===== src/rtl/life_cell_gen.sv =====
// Single Game-of-Life cell with configurable birth/survive rules, stability and change tracking.
// Optional age counter is built only when LIFE_CELL_AGE_EN is defined; otherwise age reads 0.
module life_cell_gen #(
    parameter logic [8:0] BIRTH_MASK   = 9'b000001000,
    parameter logic [8:0] SURVIVE_MASK = 9'b000001100,
    parameter int         AGE_W        = 8,
    parameter int         STABLE_GENS  = 4,
    localparam int        STABLE_W     = $clog2(STABLE_GENS + 1)
) (
    input  logic             clk,
    input  logic             rst,
    input  logic             ena,
    input  logic             state_0,
    input  logic [7:0]       neighbors,
    output logic             state_d,
    output logic             state_q,
    output logic [3:0]       count,
    output logic [AGE_W-1:0] age,
    output logic             stable,
    output logic             changed
);

    localparam logic [STABLE_W-1:0] STABLE_MAX = STABLE_W'(STABLE_GENS);

    logic [STABLE_W-1:0] stable_cnt;
    logic                same_next;

    always_comb begin
        count = 4'd0;
        for (int i = 0; i < 8; i++) begin
            count = count + {3'b000, neighbors[i]};
        end
    end

    assign state_d   = state_q ? SURVIVE_MASK[count] : BIRTH_MASK[count];
    assign same_next = (state_d == state_q);

    // Reset takes priority over a step, so rst+ena together behaves as a plain reset.
    always_ff @(posedge clk) begin
        if (rst) begin
            state_q    <= state_0;
            stable_cnt <= '0;
            changed    <= 1'b0;
        end else begin
            changed <= ena && !same_next;
            if (ena) begin
                state_q <= state_d;
                if (!same_next) begin
                    stable_cnt <= '0;
                end else if (stable_cnt != STABLE_MAX) begin
                    stable_cnt <= stable_cnt + 1'b1;
                end
            end
        end
    end

    assign stable = (stable_cnt == STABLE_MAX);

`ifdef LIFE_CELL_AGE_EN
    logic [AGE_W-1:0] age_q;

    // Age counts generations survived; any birth, death or dead-stays-dead step clears it.
    always_ff @(posedge clk) begin
        if (rst) begin
            age_q <= '0;
        end else if (ena) begin
            if (state_q && state_d) begin
                if (age_q != {AGE_W{1'b1}}) begin
                    age_q <= age_q + 1'b1;
                end
            end else begin
                age_q <= '0;
            end
        end
    end

    assign age = age_q;
`else
    assign age = '0;
`endif

endmodule

===== config.mk =====
export PLATFORM = sky130hd
export DESIGN_NAME = life_cell_gen
export DESIGN_NICKNAME = d
export VERILOG_FILES = /design/src/rtl/life_cell_gen.sv
export SDC_FILE = /design/constraint.sdc
export NUM_CORES = 1
export LEC_CHECK = 0
export ABC_AREA = 0
export BUFFER_PORTS_ARGS = -buffer_cell sky130_fd_sc_hd__buf_2
export CORE_AREA = 2 2 48 50
export DETAILED_ROUTE_END_ITERATION = 7
export DIE_AREA = 0 0 50 52
export HOLD_SLACK_MARGIN = 0.03
export PLACE_DENSITY = 0.55
export SLEW_MARGIN = 10
export SYNTH_ARGS = -nofsm -noshare
export SYNTH_HDL_FRONTEND = slang
export SYNTH_SLANG_ARGS = --single-unit

===== constraint.sdc =====
create_clock -name clk -period 7.7 [get_ports clk]
set_input_delay 0.77 -clock clk [delete_from_list [all_inputs] [get_ports clk]]
set_output_delay 0.77 -clock clk [all_outputs]
set_load 0.05 [all_outputs]

After elaboration in Yosys (flattened, before gate mapping)
Memories as Yosys holds them, arrays and structs flattened.
Cells that the tools add are included.
{"block": "classes", "order_cmp": 1, "muxes": 7, "eq_ne": 4, "add_sub_neg": 8, "reduce_logical": 4}
{"op": "4-bit by 1-bit adder with 4-bit output", "count": 4}
{"op": "3-bit 2-to-1 mux", "count": 2}
{"op": "4-bit by 5-bit < comparator with 1-bit output (second input constant)", "count": 1}
{"op": "1-bit 2-to-1 mux", "count": 5}
{"op": "3-bit by 1-bit adder with 4-bit output", "count": 1}
{"op": "2-bit by 1-bit adder with 3-bit output", "count": 1}
{"op": "3-bit by 1-bit adder with 3-bit output (second input constant)", "count": 1}
{"op": "3-bit equality test (second input constant)", "count": 1}
{"op": "3-bit != test (second input constant)", "count": 1}
{"op": "1-bit by 1-bit adder with 2-bit output", "count": 1}
{"op": "2-bit by 1-bit != test with 1-bit output (second input constant)", "count": 1}
{"op": "2-bit AND reduction", "count": 1}
{"op": "2-bit nonzero test", "count": 1}
{"op": "1-bit equality test", "count": 1}
{"op": "1-bit logical AND", "count": 1}
{"op": "1-bit logical NOT", "count": 1}
{"block": "word_totals", "in_bits": 12, "ff_bits": 5, "mem_bits_ro": 32, "n_memories": 2, "output_inout_bits": 16, "word_cells": 29}
{"name": "(no name shown)", "depth": 16, "width": 1, "rd": 1, "rd_clocked_by_memory_dff": 0, "write_ports": 0, "line_no": "35", "rtl": "assign state_d = state_q ? SURVIVE_MASK[count] : BIRTH_MASK[count];"}
{"name": "(no name shown)", "depth": 16, "width": 1, "rd": 1, "rd_clocked_by_memory_dff": 0, "write_ports": 0, "line_no": "35"}

Longest topological paths before layout
Gate-level depths: netlist of the first run.
{"block": "depth", "ltp_word": 13, "mapped_depth": 12}

Worst setup path before layout of the first run
No wires, ideal clock.
{"block": "synth_timing", "kind": "input to output", "startpoint": "in neighbors[0]", "endpoint": "out state_d", "path_stages": 8, "required_ns": 6.930, "path_slack_ns": 3.111, "n_path_buf": 0, "arrival_ns": 3.819, "path_cell_list": "fa_1 -> inv_1 -> fa_1 -> fa_1 -> inv_1 -> ha_1 -> fa_1 -> o221a_2"}
{"block": "synth_between", "elab_chain_len": 10, "word_cells_on_any_way": 12, "classes_between": "add/sub (7); mux (3); memory (2)"}
{"element": "from (decl)", "line_no": "14", "rtl": "input logic [7:0] neighbors,"}
{"element": "1-bit by 1-bit adder with 2-bit output *", "line_no": "31", "rtl": "count = count + {3'b000, neighbors[i]};"}
{"element": "2-bit by 1-bit adder with 3-bit output *", "line_no": "31"}
{"element": "3-bit by 1-bit adder with 4-bit output *", "line_no": "31"}
{"element": "4-bit by 1-bit adder with 4-bit output * (4 in series)", "line_no": "31"}
{"element": "via count[1]", "line_no": "17", "rtl": "output logic [3:0] count,"}
{"element": "memory 16 x 1 bit"}
{"element": "1-bit 2-to-1 mux (not written as such)", "line_no": "35"}
{"element": "1-bit 2-to-1 mux *", "line_no": "35"}
{"element": "to (decl)", "line_no": "15", "rtl": "output logic state_d,"}
The timed path passes the listed nets; every way through them passes the cells marked *. The select of a mux whose other input is x is not followed.

Worst setup path in the final report of the first run
{"block": "layout_timing", "startpoint": "in neighbors[0]", "endpoint": "out state_d"}
{"block": "layout_between", "elab_chain_len": 10, "word_cells_on_any_way": 12, "classes_between": "add/sub (7); mux (3); memory (2)"}
{"element": "1-bit by 1-bit adder with 2-bit output *", "line_no": "31"}
{"element": "2-bit by 1-bit adder with 3-bit output *", "line_no": "31"}
{"element": "3-bit by 1-bit adder with 4-bit output *", "line_no": "31"}
{"element": "4-bit by 1-bit adder with 4-bit output * (4 in series)", "line_no": "31"}
{"element": "memory 16 x 1 bit"}
{"element": "1-bit 2-to-1 mux (not written as such)", "line_no": "35"}
{"element": "1-bit 2-to-1 mux *", "line_no": "35"}
Every way passes the cells marked *; elsewhere a longest branch is shown, timed or not. The select of a mux whose other input is x is not followed.

==> results of run 1 <==
-- synth_stat cells --
library cell  instances
inv_1                11
buf_4                 8
ha_1                  5
dfxtp_1               4
fa_1                  4
a21oi_1               3
nand2_1               3
nor2b_1               3
nand3_1               2
nor2_1                2
nor3_1                2
o21ai_0               2
o31ai_1               2
a211oi_2              1
a221o_1               1
and3_1                1
and3b_1               1
and4b_1               1
clkbuf_1              1
conb_1                1
edfxtp_1              1
mux2_2                1
nor3b_1               1
nor3b_4               1
nor4b_1               1
o21ai_2               1
o221a_2               1
or2_2                 1
xor2_1                1
-- worst reg2reg max path: stages (launching register included) --
cell and delay (ns):
edfxtp_1 0.42, and3b_1 0.20, a221o_1 0.36, nor3b_4 0.29
o21ai_2 0.09, a211oi_2 0.21
-- area by class of cell --
type                            count  area [sq um]
Clock buffer                        4          26.3
Tap cell                           28          35.0
Fill cell                         240          1400
Multi-Input combinational cell     49           399
Sequential cell                     5           110
Inverter                           11          41.3
Timing Repair Buffer               19          95.1
-- power by group through the flow --
stage / Sequential (mW) / Clock [mW] / Combinational, mW
2_1_floorplan: 0.0423 / 0 / 0.109
3_3_place_gp: 0.0354 / 0 / 0.136
6_report: 0.0351 / 0.0293 / 0.137
4_1_cts: 0.0350 / 0.0312 / 0.139
5_1_grt: 0.0357 / 0.0334 / 0.149
3_5_place_dp: 0.0355 / 0 / 0.138
-- cells in the final DEF, fill, tap and decap left out, types with 2 or more instances in the layout --
master | Yosys | routed
o31ai_1 | 2 | 2
conb_1 | 1 | 8
nand3_1 | 2 | 2
o21ai_0 | 2 | 2
nor3_1 | 2 | 2
dfxtp_1 | 4 | 4
nor2b_1 | 3 | 3
buf_2 | 0 | 19
fa_1 | 4 | 4
clkbuf_4 | 0 | 3
nor2_1 | 2 | 2
inv_1 | 11 | 11
nand2_1 | 3 | 3
a21oi_1 | 3 | 3
ha_1 | 5 | 5
-- metal layers --
metal	vias up	part of all wire
met4	0	0
met2	16	0.53
li1	251	-
met3	0	0.060
met5	-	0
met1	229	0.42
-- through the flow --
step            util  area, sq um  std cells  setup WS (ns)  hold WS (ns)
2_1_floorplan      -          614         74           3.11         0.487
3_3_place_gp   0.323          681        112           3.14         0.522
3_5_place_dp   0.323          681        112           3.10         0.523
4_1_cts        0.336          707        116           3.09         0.530
5_1_grt        0.336          707        116           3.03         0.564
6_report       0.336          707        116           3.12         0.526
-- state kept, by name (all words and copies together), names as in the netlist --
signal	flops
changed	1
stable_cnt	3
state_q	1
-- cells by family after synthesis --
family / count (synthesis) / synth area share
xor+xnor: 1 / 0.0149
flops: 5 / 0.187
mux: 1 / 0.0191
fa+ha+maj: 9 / 0.243
simple gates: 19 / 0.211
other cells: 1 / 0.00638
buf+inv: 20 / 0.179
compound gates: 11 / 0.140
-- worst paths after layout --
| check | to | slack [ns] | cells after the start |
|---|---|---|---|
| worst max register to register | stable_cnt[2] | 6.05 | 5 |
| worst max-delay path | state_d | 3.12 | 11 |
| worst min register to register | stable_cnt[1] | 0.53 | 2 |
| worst min-delay path | stable_cnt[1] | 0.53 | 2 |
==> results.cfg, run 1 <==
[worst_hold_path]
min_from = stable_cnt[1]
min_path_type = flip-flop to flip-flop

[setup_path]
cp.required_ns = 6.93
r2r-start = state_q
critPathTopFamily = adder cells
arrival_ns = 3.81
start_kind = primary input
startpoint = neighbors[0]
crit_top_cell = fa_1
cp_slowest_cell = fa_1
cp_max_fo = 6
cp-end-kind = output port
critPathKind = primary input to output port
path_cells = buf_2 > fa_1 > inv_1 > fa_1 > fa_1 > inv_1 > ha_1 > fa_1 > and3_1 > o221a_2 > buf_2
cp.buffers_inverters = 4
max_stage_delay_ns = 0.52

[global_route]
grt_use_total = 0.0925
grt_util_met3 = 0.0259
grt_pass1_wl_microns = 1830
met1_usage = 0.103
grt_overflow_total = 0
grt_pass1_vias = 433
antenna_found_initial = 0
busiest_layer = met2
grt_max_degree = 11
grt.met2_usage = 0.156

[place]
port-buffer-count = 19
dp_hpwl_microns = 985
place.gp.congestion = 0.730

[synthesis]
synth_cell_types = 29
synthCells = 67
synth.top_cells.by_area = dfxtp_1 14%, fa_1 14%, ha_1 11%
synth_area_per_cell_sq_um = 8.78
ys_warn_count = 0
ys_seq_area_frac = 0.187
syn_area_sq_um = 588
yosysTopAreaCell = dfxtp_1
ys_seq_elements = 5
synth_top_area_frac = 0.136

[clock_network]
tritoncts = done
ctsHtreeMaxLevel = 1
cts_sinks = 5
cts_made_buffers = 3
post_cts_buffers = 0
cts_resized = 0
clkSlewWorstSetupHoldPaths_ns = 0.04
clk_path_buf_depth = 2
clock_latency_ns = 0.23
root_buffer = clkbuf_4
postCtsHoldBufs = 0

[die]
die-height_microns = 52
coreArea_sq_um = 2110
initial_core_util = 0.279
die_w_microns = 50
ios = 28
die_area_sq_um = 2600
rows = 17

[sta]
fmax_mhz = 218
timing.final.crit_share = 0.595
post-route-min-period_ns = 4.58
setup_tns_ns = 0
skew_ns = 0.0000741
rsz0062_at_grt = false
hold_violations = 0
slew_violations = 0
setup_violations = 0

[finish]
diodes = 0
syn2layout_area_growth_pct = 20.2
drive_above_1_share = 0.318
fin_nets = 110

[power]
pwr-share-clk = 0.145
peakVddDrop_uv = 102
swShare = 0.539
power_frac_seq = 0.174
powerDensity_nw_per_um2 = 285
p_sw_mw = 0.109
combPwrFrac = 0.681
leakage_nw = 0.367
internal_power_mw = 0.0928
power_mw = 0.202

[routing]
routed_via_density = 4.28
wl_per_cell_microns = 9.66
remaining_drc_errors = 0
drtIter0Drc = 5
drt-total-wl_microns = 1120
dr.pass1.iters = 4
vias = 496
antenna_left = 0

[outcome]
status = completed

[flow_run]
drv_cap = 0
Power figures use the tool's default switching activity.
==> run 2: changes to the inputs <==
--- a/config.mk
+++ b/config.mk
@@ -11,7 +11,7 @@
 export DETAILED_ROUTE_END_ITERATION = 7
 export DIE_AREA = 0 0 50 52
 export HOLD_SLACK_MARGIN = 0.03
-export PLACE_DENSITY = 0.55
+export PLACE_DENSITY = 0.57
 export SLEW_MARGIN = 10
 export SYNTH_ARGS = -nofsm -noshare
 export SYNTH_HDL_FRONTEND = slang
==> constraint.sdc (replaced) <==
create_clock -name clk -period 4.21 [get_ports clk]
set_input_delay 0.421 -clock clk [delete_from_list [all_inputs] [get_ports clk]]
set_output_delay 0.421 -clock clk [all_outputs]
set_load 0.05 [all_outputs]
==> run 2 against run 1 <==
Effect of this change: sequential power rose by 83%; die area did not move; final cell count did not move; highest routed layer unchanged; flip-flop and latch count did not move.
==> results.cfg, run 2 (synthesis results as in run 1) <==
[global_route]
grt_pass1_vias = 451
grt_overflow_total = 0
antenna_found_initial = 0
grt_use_total = 0.0919
grt_max_degree = 11
grt_pass1_wl_microns = 1840

[routing]
route.met3.wl_microns = 59
dr.pass1.iters = 2
remaining_drc_errors = 0
wl_met1_microns = 511
top_layer = met3
dr_wl_met2_microns = 512
wl_per_cell_microns = 9.34
drt-total-wl_microns = 1080
drtIter0Drc = 1
vias = 506
routed_via_density = 4.36
antenna_left = 0

[finish]
syn2layout_area_growth_pct = 20.2
largestRegisters = stable_cnt (3), changed (1), state_q (1)
final_common_cell = buf_2
fin_nets = 110
diodes = 0
drive_above_1_share = 0.318
fillCellCount = 217
regMostFlops = stable_cnt
final_area_sq_um = 707
largest_reg_flops = 3
stdcell_count = 116
ff_latch_area_sq_um = 110
final_cell_mix = 19 x buf_2, 11 x inv_1, 8 x conb_1, 5 x ha_1
multiInputGateArea_sq_um = 399

[clock_network]
clock_latency_ns = 0.24
cts_made_buffers = 3
post_cts_buffers = 0
cts_resized = 0
tritoncts = done
ctsHtreeMaxLevel = 1
clkSlewWorstSetupHoldPaths_ns = 0.04
postCtsHoldBufs = 0
root_buffer = clkbuf_4
clk_path_buf_depth = 2
cts_sinks = 5

[power]
power_frac_seq = 0.174
combPwrFrac = 0.678
leakage_nw = 0.367
pwr-share-clk = 0.148
swShare = 0.540
peakVddDrop_uv = 188
p_sw_mw = 0.199
power_mw = 0.369
internal_power_mw = 0.170
powerDensity_nw_per_um2 = 522

[setup_path]
r2r-start = state_q
start_kind = primary input
cp-end-kind = output port
cp.buffers_inverters = 4
rr_worst_depth = 5
r2r_end = stable_cnt[2]
max_stage_delay_ns = 0.53
critPathTopFamily = adder cells
critPathKind = primary input to output port
path_cells = buf_2 > fa_1 > inv_1 > fa_1 > fa_1 > inv_1 > ha_1 > fa_1 > and3_1 > o221a_2 > buf_2
startpoint = neighbors[0]
cp_max_fo = 6
arrival_ns = 3.43
cp.required_ns = 3.79
r2r_setup_slack_ns = 2.54
cp_slowest_cell = fa_1
crit_top_cell = fa_1

[worst_hold_path]
min_path_type = primary input to flip-flop
holdPathEnd = stable_cnt[2]
whs_path_depth = 2
min_from = rst

[place]
placed_cell_area_sq_um = 681
dp_hpwl_microns = 933
port-buffer-count = 19
placedCellCount = 112
place.gp.congestion = 0.787

[sta]
rsz0062_at_grt = false
setup_tns_ns = 0
post-route-min-period_ns = 3.85
fin_worst_hold_slack_ns = 0.481
timing.final.crit_share = 0.914
fmax_mhz = 260
skew_ns = 0.000474
slew_violations = 0
setup_violations = 0
hold_violations = 0

[flow_run]
drv_cap = 0

[outcome]
status = completed

[die]
rows = 17
ios = 28
die_w_microns = 50
coreArea_sq_um = 2110
die_area_sq_um = 2600
initial_core_util = 0.279
die-height_microns = 52
[run 2: cell counts in the layout (fill, tap and decap cells not counted)]
No cell type changed its count.
[run 2: stage by stage]
| step | setup WS, ns | util |
|---|---|---|
| finish | 0.361 | 0.336 |
| detailed placement | 0.104 | 0.323 |
| CTS | 0.343 | 0.336 |
| global placement | 0.172 | 0.323 |
| floorplan | 0.163 | - |
| global route | 0.225 | 0.336 |
[run 2: worst max path at each step]
stage,end,slack (ns),depth (start not counted)
CTS,state_d,0.34,11
finish,state_d,0.36,11
detailed placement,stable_cnt[2],0.10,13
floorplan,stable_cnt[2],0.16,12
global route,stable_cnt[2],0.22,13
global placement,stable_cnt[2],0.17,13
[run 2: area by class of cell]
type / instances / share of cell area
Tap cell: 28 / 0.0496
Inverter: 11 / 0.0584
Sequential cell: 5 / 0.156
Timing Repair Buffer: 19 / 0.135
Clock buffer: 4 / 0.0372
Multi-Input combinational cell: 49 / 0.565
[run 2: per-layer routing]
| layer | GRT usage | up-vias |
|---|---|---|
| li1 | - | 253 |
| met5 | 0 | - |
| met4 | 0.0417 | 0 |
| met3 | 0.0172 | 0 |
| met1 | 0.105 | 235 |
| met2 | 0.164 | 18 |
[run 2: power by group through the flow]
stage	combinational (mW)	sequential (mW)	clock, mW
after CTS	0.252	0.0643	0.0576
after global placement	0.248	0.0646	0
after floorplan	0.199	0.0774	0
after detailed placement	0.252	0.0649	0
final	0.250	0.0643	0.0545
after global routing	0.271	0.0658	0.0590
